==> src/rtl/ecc_pkg.sv <==
// Shared encodings for the elliptic-curve point sequencer: GFAU opcodes,
// register-file indices, FSM states and the microcode word layout.
package ecc_pkg;

  typedef enum logic [1:0] {
    OP_ADD = 2'b00,
    OP_SUB = 2'b01,
    OP_MUL = 2'b10,
    OP_INV = 2'b11
  } gf_op_e;

  typedef enum logic [2:0] {
    R_X1 = 3'd0,
    R_Y1 = 3'd1,
    R_X2 = 3'd2,
    R_Y2 = 3'd3,
    R_A  = 3'd4,
    R_T0 = 3'd5,
    R_T1 = 3'd6,
    R_T2 = 3'd7
  } reg_idx_e;

  typedef enum logic [2:0] {
    S_IDLE  = 3'd0,
    S_LOAD  = 3'd1,
    S_ISSUE = 3'd2,
    S_WAIT  = 3'd3,
    S_FIN   = 3'd4
  } state_e;

  typedef struct packed {
    gf_op_e   op;
    reg_idx_e src_a;
    reg_idx_e src_b;
    reg_idx_e dst;
    logic     last;
  } ucode_t;

  localparam int         ROM_DEPTH = 23;
  localparam logic [4:0] PC_DBL    = 5'd0;
  localparam logic [4:0] PC_ADD    = 5'd13;

  function automatic ucode_t uc(gf_op_e op, reg_idx_e sa, reg_idx_e sb, reg_idx_e d, logic l);
    ucode_t w;
    w = '{op: op, src_a: sa, src_b: sb, dst: d, last: l};
    return w;
  endfunction

endpackage

==> src/rtl/ecc_point_seq_if.sv <==
// Request/response bus between the point sequencer and the GF(p) arithmetic unit.
interface ecc_point_seq_if #(parameter int SIZE = 32);
  logic [SIZE-1:0] gfau_in_0;
  logic [SIZE-1:0] gfau_in_1;
  logic [SIZE-1:0] gfau_prime;
  logic [SIZE-1:0] gfau_result;
  logic [1:0]      gfau_op;
  logic            gfau_start;
  logic            gfau_done;

  modport master (output gfau_in_0, gfau_in_1, gfau_op, gfau_prime, gfau_start,
                  input  gfau_done, gfau_result);
  modport slave  (input  gfau_in_0, gfau_in_1, gfau_op, gfau_prime, gfau_start,
                  output gfau_done, gfau_result);
endinterface

==> src/rtl/ecc_ucode_rom.sv <==
// Microcode for affine point doubling (pc 0..12) and addition (pc 13..22).
// Result lands in T1 (x) and T2 (y); lambda is kept in T0.
module ecc_ucode_rom
  import ecc_pkg::*;
(
  input  logic [4:0] pc,
  output ucode_t     insn
);

  always_comb begin
    // out-of-range pc decodes as a terminating no-op so a runaway pc still finishes
    insn = uc(OP_ADD, R_T0, R_T0, R_T0, 1'b1);
    case (pc)
      5'd0:  insn = uc(OP_MUL, R_X1, R_X1, R_T0, 1'b0);
      5'd1:  insn = uc(OP_ADD, R_T0, R_T0, R_T1, 1'b0);
      5'd2:  insn = uc(OP_ADD, R_T1, R_T0, R_T0, 1'b0);
      5'd3:  insn = uc(OP_ADD, R_T0, R_A,  R_T0, 1'b0);
      5'd4:  insn = uc(OP_ADD, R_Y1, R_Y1, R_T1, 1'b0);
      5'd5:  insn = uc(OP_INV, R_T1, R_T1, R_T1, 1'b0);
      5'd6:  insn = uc(OP_MUL, R_T0, R_T1, R_T0, 1'b0);
      5'd7:  insn = uc(OP_MUL, R_T0, R_T0, R_T1, 1'b0);
      5'd8:  insn = uc(OP_SUB, R_T1, R_X1, R_T1, 1'b0);
      5'd9:  insn = uc(OP_SUB, R_T1, R_X1, R_T1, 1'b0);
      5'd10: insn = uc(OP_SUB, R_X1, R_T1, R_T2, 1'b0);
      5'd11: insn = uc(OP_MUL, R_T0, R_T2, R_T2, 1'b0);
      5'd12: insn = uc(OP_SUB, R_T2, R_Y1, R_T2, 1'b1);
      5'd13: insn = uc(OP_SUB, R_Y2, R_Y1, R_T0, 1'b0);
      5'd14: insn = uc(OP_SUB, R_X2, R_X1, R_T1, 1'b0);
      5'd15: insn = uc(OP_INV, R_T1, R_T1, R_T1, 1'b0);
      5'd16: insn = uc(OP_MUL, R_T0, R_T1, R_T0, 1'b0);
      5'd17: insn = uc(OP_MUL, R_T0, R_T0, R_T1, 1'b0);
      5'd18: insn = uc(OP_SUB, R_T1, R_X1, R_T1, 1'b0);
      5'd19: insn = uc(OP_SUB, R_T1, R_X2, R_T1, 1'b0);
      5'd20: insn = uc(OP_SUB, R_X1, R_T1, R_T2, 1'b0);
      5'd21: insn = uc(OP_MUL, R_T0, R_T2, R_T2, 1'b0);
      5'd22: insn = uc(OP_SUB, R_T2, R_Y1, R_T2, 1'b1);
      default: ;
    endcase
  end

endmodule

==> src/rtl/ecc_point_seq.sv <==
// Affine point double/add sequencer: walks a microcode program and hands every
// field operation to an external GFAU, one operation in flight at a time.
module ecc_point_seq
  import ecc_pkg::*;
#(
  parameter int SIZE    = 32,
  parameter int TIMEOUT = 1023
) (
  input  logic              i_clk,
  input  logic              i_rst,
  input  logic              start,
  input  logic              mode,
  input  logic [SIZE-1:0]   x1,
  input  logic [SIZE-1:0]   y1,
  input  logic [SIZE-1:0]   x2,
  input  logic [SIZE-1:0]   y2,
  input  logic [SIZE-1:0]   a,
  input  logic [SIZE-1:0]   prime,
  ecc_point_seq_if.master   gfau,
  output logic [SIZE-1:0]   x3,
  output logic [SIZE-1:0]   y3,
  output logic              busy,
  output logic              done,
  output logic              inf,
  output logic              err
);

  localparam int WCW = $clog2(TIMEOUT + 2);

  state_e          state, state_nxt;
  logic [SIZE-1:0] rf [8];
  logic [4:0]      pc;
  logic [WCW-1:0]  wcnt;
  ucode_t          insn;
  logic            is_dbl, spec_inf, timeout, wr_en;
  logic [SIZE-1:0] t1_fwd, t2_fwd;

  ecc_ucode_rom u_rom (.pc(pc), .insn(insn));

  // A doubling of a point with y=0 has no tangent slope, same as the vertical add.
  assign is_dbl   = !mode || (x1 == x2 && y1 == y2);
  assign spec_inf = (is_dbl && y1 == '0) || (mode && x1 == x2 && y1 != y2);
  assign timeout  = (wcnt == WCW'(TIMEOUT));

  // The final op writes T2 on the same edge x3/y3 load, so forward the result.
  assign t1_fwd = (wr_en && insn.dst == R_T1) ? gfau.gfau_result : rf[R_T1];
  assign t2_fwd = (wr_en && insn.dst == R_T2) ? gfau.gfau_result : rf[R_T2];

  always_ff @(posedge i_clk or negedge i_rst)
    if (!i_rst) state <= S_IDLE;
    else        state <= state_nxt;

  always_comb begin
    state_nxt = state;
    busy      = (state != S_IDLE);
    done      = (state == S_FIN);
    wr_en     = 1'b0;
    case (state)
      S_IDLE:  if (start) state_nxt = S_LOAD;
      S_LOAD:  state_nxt = spec_inf ? S_FIN : S_ISSUE;
      S_ISSUE: state_nxt = S_WAIT;
      S_WAIT: begin
        if (gfau.gfau_done) begin
          wr_en     = 1'b1;
          state_nxt = insn.last ? S_FIN : S_ISSUE;
        end else if (timeout) begin
          state_nxt = S_FIN;
        end
      end
      S_FIN:   state_nxt = S_IDLE;
      default: state_nxt = S_IDLE;
    endcase
  end

  // Results are loaded on entry to FIN so they are valid while done is high.
  always_ff @(posedge i_clk or negedge i_rst) begin
    if (!i_rst) begin
      for (int i = 0; i < 8; i++) rf[i] <= '0;
      pc              <= '0;
      wcnt            <= '0;
      x3              <= '0;
      y3              <= '0;
      inf             <= 1'b0;
      err             <= 1'b0;
      gfau.gfau_start <= 1'b0;
      gfau.gfau_in_0  <= '0;
      gfau.gfau_in_1  <= '0;
      gfau.gfau_op    <= 2'b00;
      gfau.gfau_prime <= '0;
    end else begin
      gfau.gfau_start <= 1'b0;
      case (state)
        S_LOAD: begin
          rf[R_X1]        <= x1;
          rf[R_Y1]        <= y1;
          rf[R_X2]        <= x2;
          rf[R_Y2]        <= y2;
          rf[R_A]         <= a;
          gfau.gfau_prime <= prime;
          pc              <= is_dbl ? PC_DBL : PC_ADD;
          inf             <= spec_inf;
          err             <= 1'b0;
          if (spec_inf) begin
            x3 <= '0;
            y3 <= '0;
          end
        end
        S_ISSUE: begin
          gfau.gfau_in_0  <= rf[insn.src_a];
          gfau.gfau_in_1  <= rf[insn.src_b];
          gfau.gfau_op    <= insn.op;
          gfau.gfau_start <= 1'b1;
          wcnt            <= '0;
        end
        S_WAIT: begin
          if (gfau.gfau_done) begin
            rf[insn.dst] <= gfau.gfau_result;
            if (insn.last) begin
              x3 <= t1_fwd;
              y3 <= t2_fwd;
            end else begin
              pc <= pc + 5'd1;
            end
          end else if (timeout) begin
            err <= 1'b1;
            x3  <= '0;
            y3  <= '0;
          end else begin
            wcnt <= wcnt + WCW'(1);
          end
        end
        default: ;
      endcase
    end
  end

endmodule

==> src/flat_wrapper.sv <==
// flat-port wrapper written by rule: the top's interface ports become plain ports
module ecc_point_seq_flat import ecc_pkg::*;
#(
  parameter int SIZE    = 32,
  parameter int TIMEOUT = 1023
)
  (i_clk, i_rst, start, mode, x1, y1, x2, y2, a, prime, x3, y3, busy, done, inf, err, gfau_gfau_in_0, gfau_gfau_in_1, gfau_gfau_op, gfau_gfau_prime, gfau_gfau_start, gfau_gfau_done, gfau_gfau_result);
  ecc_point_seq_if #(.SIZE(SIZE)) gfau_i ();
  input  logic i_clk;
  input  logic i_rst;
  input  logic start;
  input  logic mode;
  input  logic [SIZE-1:0] x1;
  input  logic [SIZE-1:0] y1;
  input  logic [SIZE-1:0] x2;
  input  logic [SIZE-1:0] y2;
  input  logic [SIZE-1:0] a;
  input  logic [SIZE-1:0] prime;
  output logic [SIZE-1:0] x3;
  output logic [SIZE-1:0] y3;
  output logic busy;
  output logic done;
  output logic inf;
  output logic err;
  output wire logic [$bits(gfau_i.gfau_in_0)-1:0] gfau_gfau_in_0;
  output wire logic [$bits(gfau_i.gfau_in_1)-1:0] gfau_gfau_in_1;
  output wire logic [$bits(gfau_i.gfau_op)-1:0] gfau_gfau_op;
  output wire logic [$bits(gfau_i.gfau_prime)-1:0] gfau_gfau_prime;
  output wire logic [$bits(gfau_i.gfau_start)-1:0] gfau_gfau_start;
  input wire logic [$bits(gfau_i.gfau_done)-1:0] gfau_gfau_done;
  input wire logic [$bits(gfau_i.gfau_result)-1:0] gfau_gfau_result;
  assign gfau_gfau_in_0 = gfau_i.gfau_in_0;
  assign gfau_gfau_in_1 = gfau_i.gfau_in_1;
  assign gfau_gfau_op = gfau_i.gfau_op;
  assign gfau_gfau_prime = gfau_i.gfau_prime;
  assign gfau_gfau_start = gfau_i.gfau_start;
  assign gfau_i.gfau_done = gfau_gfau_done;
  assign gfau_i.gfau_result = gfau_gfau_result;
  ecc_point_seq #(.SIZE(SIZE), .TIMEOUT(TIMEOUT)) u_core (.i_clk(i_clk), .i_rst(i_rst), .start(start), .mode(mode), .x1(x1), .y1(y1), .x2(x2), .y2(y2), .a(a), .prime(prime), .gfau(gfau_i), .x3(x3), .y3(y3), .busy(busy), .done(done), .inf(inf), .err(err));
endmodule
==> config.mk <==
export PLATFORM = sky130hd
export DESIGN_NAME = ecc_point_seq_flat
export DESIGN_NICKNAME = d
export VERILOG_FILES = /design/src/rtl/ecc_pkg.sv /design/src/rtl/ecc_point_seq_if.sv /design/src/rtl/ecc_ucode_rom.sv /design/src/rtl/ecc_point_seq.sv /design/src/flat_wrapper.sv
export SDC_FILE = /design/constraint.sdc
export NUM_CORES = 1
export LEC_CHECK = 0
export CAP_MARGIN = 25
export CORE_MARGIN = 5
export CORE_UTILIZATION = 49
export CTS_CLUSTER_DIAMETER = 200
export DETAILED_ROUTE_END_ITERATION = 8
export GPL_TIMING_DRIVEN = 1
export PLACE_DENSITY = 0.72
export SLEW_MARGIN = 20
export SYNTH_ARGS = -nofsm -noshare
export SYNTH_HDL_FRONTEND = slang
export SYNTH_SLANG_ARGS = --single-unit
export TNS_END_PERCENT = 20
==> constraint.sdc <==
create_clock -name i_clk -period 9.4 [get_ports i_clk]
set_clock_uncertainty 0.15 [all_clocks]
set_input_delay 2.35 -clock i_clk [delete_from_list [all_inputs] [get_ports i_clk]]
set_output_delay 2.35 -clock i_clk [all_outputs]
set_load 0.05 [all_outputs]
; Word-level counts from Yosys, hierarchy flattened
; Cells that the tools add are included.
[classes]
n_mux = 41
n_eq_ne = 41
magnitude_cmp = 4
reduce_logical = 30
n_bitwise = 3
n_addsub = 2
[op_table]
columns = cell, n
row1 = $mux 32, 13
row2 = $pmux 160 s2, 1
row3 = $bwmux 256, 1
row4 = $mux 256, 1
row5 = $bmux 32 s3, 2
row6 = $pmux 12 s15, 1
row7 = $pmux 32 s2, 2
row8 = $demux 32 s3, 1
row9 = $eq 32x32->1, 2
row10 = $eq 5x4->1 const B, 8
row11 = $eq 5x5->1 const B, 7
row12 = $logic_not 32->1, 1
row13 = $ne 32x32->1, 1
row14 = $mux 11, 2
row15 = $pmux 11 s2, 1
row16 = $eq 5x3->1 const B, 4
row17 = $mux 3, 5
row18 = $ge 4x4->1 const B, 3
row19 = $not 3->4, 3
row20 = $pmux 3 s4, 1
row21 = $reduce_or 2->1, 6
row22 = $add 11x1->11 const B, 1
row23 = $eq 11x10->1 const B, 1
row24 = $eq 5x2->1 const B, 2
row25 = other kinds (25), 51
[totals]
out_inout_bits = 167
ff_bits = 440

; Logic depth before layout (Yosys ltp)
[depth]
depth_word = 11
mapped_depth = 14
ltp_nobuf = 9

; Cells and area by module
; A second synthesis with hierarchy kept.
[hier_totals]
cells_unflattened = 1975
area_unflattened_um2 = 22720.5
[by_module_without_submodules]
columns = module, seq_area_each_um2, cells_per_inst, area_each_um2, instances
row1 = ecc_point_seq, 11010.6, 1898, 22185.0, 1
row2 = ecc_ucode_rom, 0.0, 77, 535.5, 1

; Least setup slack after synthesis
; No wires, ideal clock.
[synth_path]
path_kind = input port to flip-flop
startpoint = input port x2[7]
endpoint = register u_core.x3[13]
cell_stages = 9
t_arrival_ns = 4.267
t_required_ns = 9.125
setup_slack_ns = 4.859
cell_sequence = xnor2_1 nand4_1 nor4_1 a21boi_0 o21bai_1 a2111oi_4 buf_2 buf_4 mux2_2
[synth_via]
elab_chain_len = 7
word_cells_on_any_way = 9
[synth_lines]
columns = element, line
row1 = "start, declared", flat_wrapper.sv:15  ; input logic [SIZE-1:0] x2;
row2 = $eq 32x32->1 (*), "ecc_point_seq.sv:41, ecc_point_seq.sv:42"
row3 = $logic_and 1x1->1, ecc_point_seq.sv:41  ; assign is_dbl = !mode || (x1 == x2 && y1 == y2);
row4 = $logic_or 1x1->1, ecc_point_seq.sv:41
row5 = $logic_and 1x1->1, ecc_point_seq.sv:42  ; assign spec_inf = (is_dbl && y1 == '0) || (mode && x1 == x2 && y1 != y2);
row6 = $logic_or 1x1->1 (*), ecc_point_seq.sv:42
row7 = $ne 2x1->1 (no line) (*), -
row8 = $reduce_and 4->1 (no line) (*), -
row9 = "end signal, assigned", ecc_point_seq.sv:119  ; x3 <= t1_fwd;
row10 = "end, declared", ecc_point_seq.sv:20  ; output logic [SIZE-1:0] x3,
; Mark *: on every way between the ends. The rest lies on a longest branch, timed or not.
; A chain may end at the register's enable or synchronous reset.

; Worst setup path after layout
[layout_path]
startpoint = input port x2[27]
endpoint = register u_core.y3[28]
[layout_via]
elab_chain_len = 7
word_cells_on_any_way = 9
[layout_lines]
columns = element, line
row1 = $eq 32x32->1 (*), "ecc_point_seq.sv:41, ecc_point_seq.sv:42"
row2 = $logic_and 1x1->1, ecc_point_seq.sv:41
row3 = $logic_or 1x1->1, ecc_point_seq.sv:41
row4 = $logic_and 1x1->1, ecc_point_seq.sv:42
row5 = $logic_or 1x1->1 (*), ecc_point_seq.sv:42
row6 = $ne 2x1->1 (no line) (*), -
row7 = $reduce_and 4->1 (no line) (*), -
row8 = "end signal, assigned", ecc_point_seq.sv:120  ; y3 <= t2_fwd;
row9 = "end, declared", ecc_point_seq.sv:21  ; output logic [SIZE-1:0] y3,
; Marks and branches as above.

==> metrics.md <==
| Metric | Value |
|---|---|
| Status | finished clean |
| # port buffers | around 400 |
| TritonCTS Buffers | 48 |
| Share of cells above drive strength 1 | 9.835% |
| Final Max Slew Viols | 0 |
| Hold Crit Class | flip-flop to flip-flop |
| DRC | 0 |
| VDD IR max | 0.3741 mV |
| Site row count | 79 |
| Main flop type after synthesis | dfrtp_1 |
| Mapped Cells | about 2500 |
| FF+latch count, synth | 440 |
| Req. time, crit path | 9.71 ns |
| Setup TNS Final | 0 ns |
| Setup violators final | 0 |
| # nets final | 3048 |
| Hold Path Sink | u_core.gfau.gfau_prime[27]$_DFFE_PN0N_ |
| Initial DRC Count | approximately 2700 |
| Overall power | around 13000 uW |
| Die ar. | approximately 0.05 mm^2 |
| Clock input transition at the sequential cells of the worst setup and hold paths | 0.06 ns |
| Unrepaired setup endpoints after global routing | no |
| Worst-path cell chain | clkdlybuf4s50_1, xnor2_1, nand4_1, nor4_1, a21boi_0, o21bai_1, a2111oi_4, buf_4, mux2_2 |
| # resized after CTS | 0 |
| EDFF count, synth | 0 |
| Reg2reg start | u_core.pc[3]$_DFFE_PN0P_ |
| Vias/cell | ~6.0 |
| Grt total ovfl | 0 |
| Critical path type | input port to flip-flop |
| Worst slew pin tran | about 1.1 ns |
| Critical path's top delay family | buffers and inverters |
| Die Wd | between 200 and 250 um |
| Min Tclk post-route | roughly 5.6 ns |
| Clock Path Buffers | 3 |
| CTS tree | yes |
| Critical Path Sink Type | flip-flop |
| Slowest Stage Delay on Critical Path | 0.72 ns |
| Hold Crit Start | u_core.gfau.gfau_prime[27]$_DFFE_PN0N_ |
| Power density over the cells | 459.4 mW/mm^2 |
| CP startpoint | x2[27] |
| Core Region | between 0.04 and 0.05 mm^2 |
| Final non-filler cell total | between 3000 and 4000 |
| Largest net degree at the start of global routing | between 150 and 200 |
| Post-Route WL | about 83000 um |
| First-pass GRT wire length | ~130000 um |
| Initial Utilization | between 40% and 50% |
| CTS Sinks | 440 |
| Slowest CP cell | buf_4 |
| Vias in the first global route | roughly 20000 |
| Fmax | about 180 MHz |
| Post-CTS Hold Fix Bufs | 0 |
| Avg Synthesized Cell Area | about 9.1 um^2 |
| Cell area after layout | around 0.029 mm^2 |
| DP Area | between 0.02 and 0.03 mm^2 |
| CTS Root Buffer Type | clkbuf_16 |
| Hold Path Stages | 2 |
| Initial antenna violation count | 2 |
| Total GRT Usage | 31.59% |
| Clk_lat worst skew | 0.58 ns |
| # diodes | 0 |
| Yosys warnings | 0 |
| Buf/Inv on CP | 2 |
| Async SR Flop Fraction | 100.0% |
| Footprint of the multi-input gates | between 0.01 and 0.015 mm^2 |
| Syn Nets | between 2000 and 3000 |
| Fill count | between 3000 and 4000 |
| Critical Path Start Type | input port |
| Area growth from synthesis to layout | 25.25% |
| Crit-path max FO | 65 |
| Hold Vio Cnt, Final | 0 |
| WL/cell | roughly 24 um |
| H-tree depth | 2 |
| Routed Antenna Nets | 0 |
| Netlist cell types | 70 |
| R2r worst-path depth | 9 |
| Detailed placement HPWL | between 50000 and 60000 um |
| Post-CTS setup buffer count | 0 |
| Initial DRT Pass Iterations | 7 |
| Fin crit share | between 50% and 60% |
| Total number of vias | 20780 |
| Cells after DPL | ~3400 |
| Max-cap violations | 0 |
| Die Span Y | approximately 230 um |
| Register area share after synthesis | between 40% and 50% |
| Leak Pwr | between 0.01 and 0.015 uW |
| FF-to-FF End | u_core.y3[21]$_DFFE_PN0P_ |
| Synthesized area | 0.02289 mm^2 |
| Final Util | roughly three fifths |
| Critical Path AT | 5.94 ns |
| Sequential Area | roughly 0.011 mm^2 |
| Gpl congestion | about 1.1 |
| Num ports | 396 |
| FF-to-FF setup slack | approximately 4.7 ns |
| Slew HR | 28.02% |
[sequential cells by signal, indices dropped and copies added, names as in the netlist]
register	count
u_core.rf	256
u_core.gfau.gfau_op	2
u_core.y3	32
u_core.gfau.gfau_start	1
u_core.inf	1
u_core.pc	5
u_core.gfau.gfau_prime	32
u_core.gfau.gfau_in_1	32
u_core.err	1
u_core.gfau.gfau_in_0	32
u_core.wcnt	11
u_core.state	3
u_core.x3	32
[cell type report]
cell class,instances,area share (%)
flip-flops and latches,440,38.40
multi-input cells,1852,38.14
repair buffers,430,14.80
clock buffers,74,5.023
well taps,607,2.649
inverters,39,0.5106
clock inverters,12,0.4713
[layout by cell type, fill, tap and decap left out, drive strengths merged, types with 39 or more instances in the layout]
master / netlist / routed
clkbuf: 124 / 75
nand3: 76 / 76
clkdlybuf4s50: 0 / 394
o221ai: 61 / 61
nor2: 64 / 64
mux2: 131 / 131
inv: 38 / 39
mux2i: 63 / 63
or3: 66 / 66
xnor2: 66 / 66
nor3: 43 / 43
nand2: 849 / 849
o21ai: 109 / 109
dfrtp: 440 / 440
[routing by layer]
| metal | vias to the layer above | global-route usage (%) | part of all wire, % |
|---|---|---|---|
| met5 | - | 0 | 0 |
| met4 | 0 | 9.412 | 3.4 |
| met3 | 176 | 10.10 | 12 |
| met2 | 1243 | 46.13 | 43 |
| met1 | 10030 | 45.41 | 41 |
| li1 | 9329 | - | - |
[logic make-up (layout without fill, tap and decap cells)]
group                    after synthesis  after routing  share of synthesized area (%)
multiplexers                         194            194                          9.199
XOR/XNOR                              72             72                          2.755
flip-flops                           440            440                          48.10
AO/OA/AOI/OAI                        384            384                          12.41
AND/OR/NAND/NOR                     1194           1194                          22.61
buffers and inverters                226            555                          4.493
adder cells (fa/ha/maj)                8              8                         0.4373
[worst min-delay path, stage by stage (launching register included)]
cell,delay (ns)
dfrtp_1,0.34
nand2_1,0.05
nand2_1,0.06
[Yosys cell counts, types with 8 or more instances]
cell / number / area, um^2
mux2_2: 125 / 1408
o221ai_1: 61 / 534.3
o22ai_1: 33 / 206.5
or3_1: 65 / 406.6
a31oi_1: 36 / 225.2
a311oi_1: 32 / 280.3
buf_2: 36 / 180.2
xnor2_1: 66 / 578.1
and3_1: 30 / 187.7
inv_1: 38 / 142.6
nand3_1: 59 / 295.3
nor2_1: 64 / 240.2
clkbuf_1: 124 / 465.5
o21ai_1: 32 / 160.2
nand4_1: 26 / 162.7
o211ai_1: 29 / 217.7
ha_1: 8 / 100.1
nor3_1: 40 / 200.2
nor4_1: 13 / 81.33
buf_4: 10 / 75.07
o22a_1: 32 / 280.3
nand2_1: 849 / 3187
o21ai_0: 76 / 380.4
dfrtp_1: 440 / 11010
nand3_2: 17 / 170.2
mux2i_1: 63 / 630.6
buf_6: 13 / 146.4
[report_power, final]
| part | internal (uW) | switching (uW) | leakage (uW) |
|---|---|---|---|
| registers | 2780 | 776 | 0.00549 |
| clock network | 1130 | 770 | 0.000783 |
| logic | 2590 | 5130 | 0.00660 |
[through the flow]
step / hold slack [ns] / setup WS [ns]
after floorplan: 0.3098 / 4.859
after global placement: 0.3068 / 3.258
after detailed placement: 0.3151 / 3.169
after CTS: 0.3283 / 3.778
after global routing: 0.3363 / 3.632
final: 0.3265 / 3.768
[how the worst max path moves through the flow]
stage	end	depth (start not counted)
global route	u_core.y3[13]$_DFFE_PN0P_	9
floorplan	u_core.x3[13]$_DFFE_PN0P_	9
detailed placement	u_core.x3[11]$_DFFE_PN0P_	9
CTS	u_core.x3[17]$_DFFE_PN0P_	9
global placement	u_core.y3[17]$_DFFE_PN0P_	9
finish	u_core.y3[28]$_DFFE_PN0P_	9
Note: power is estimated with default switching activity, not from simulation.
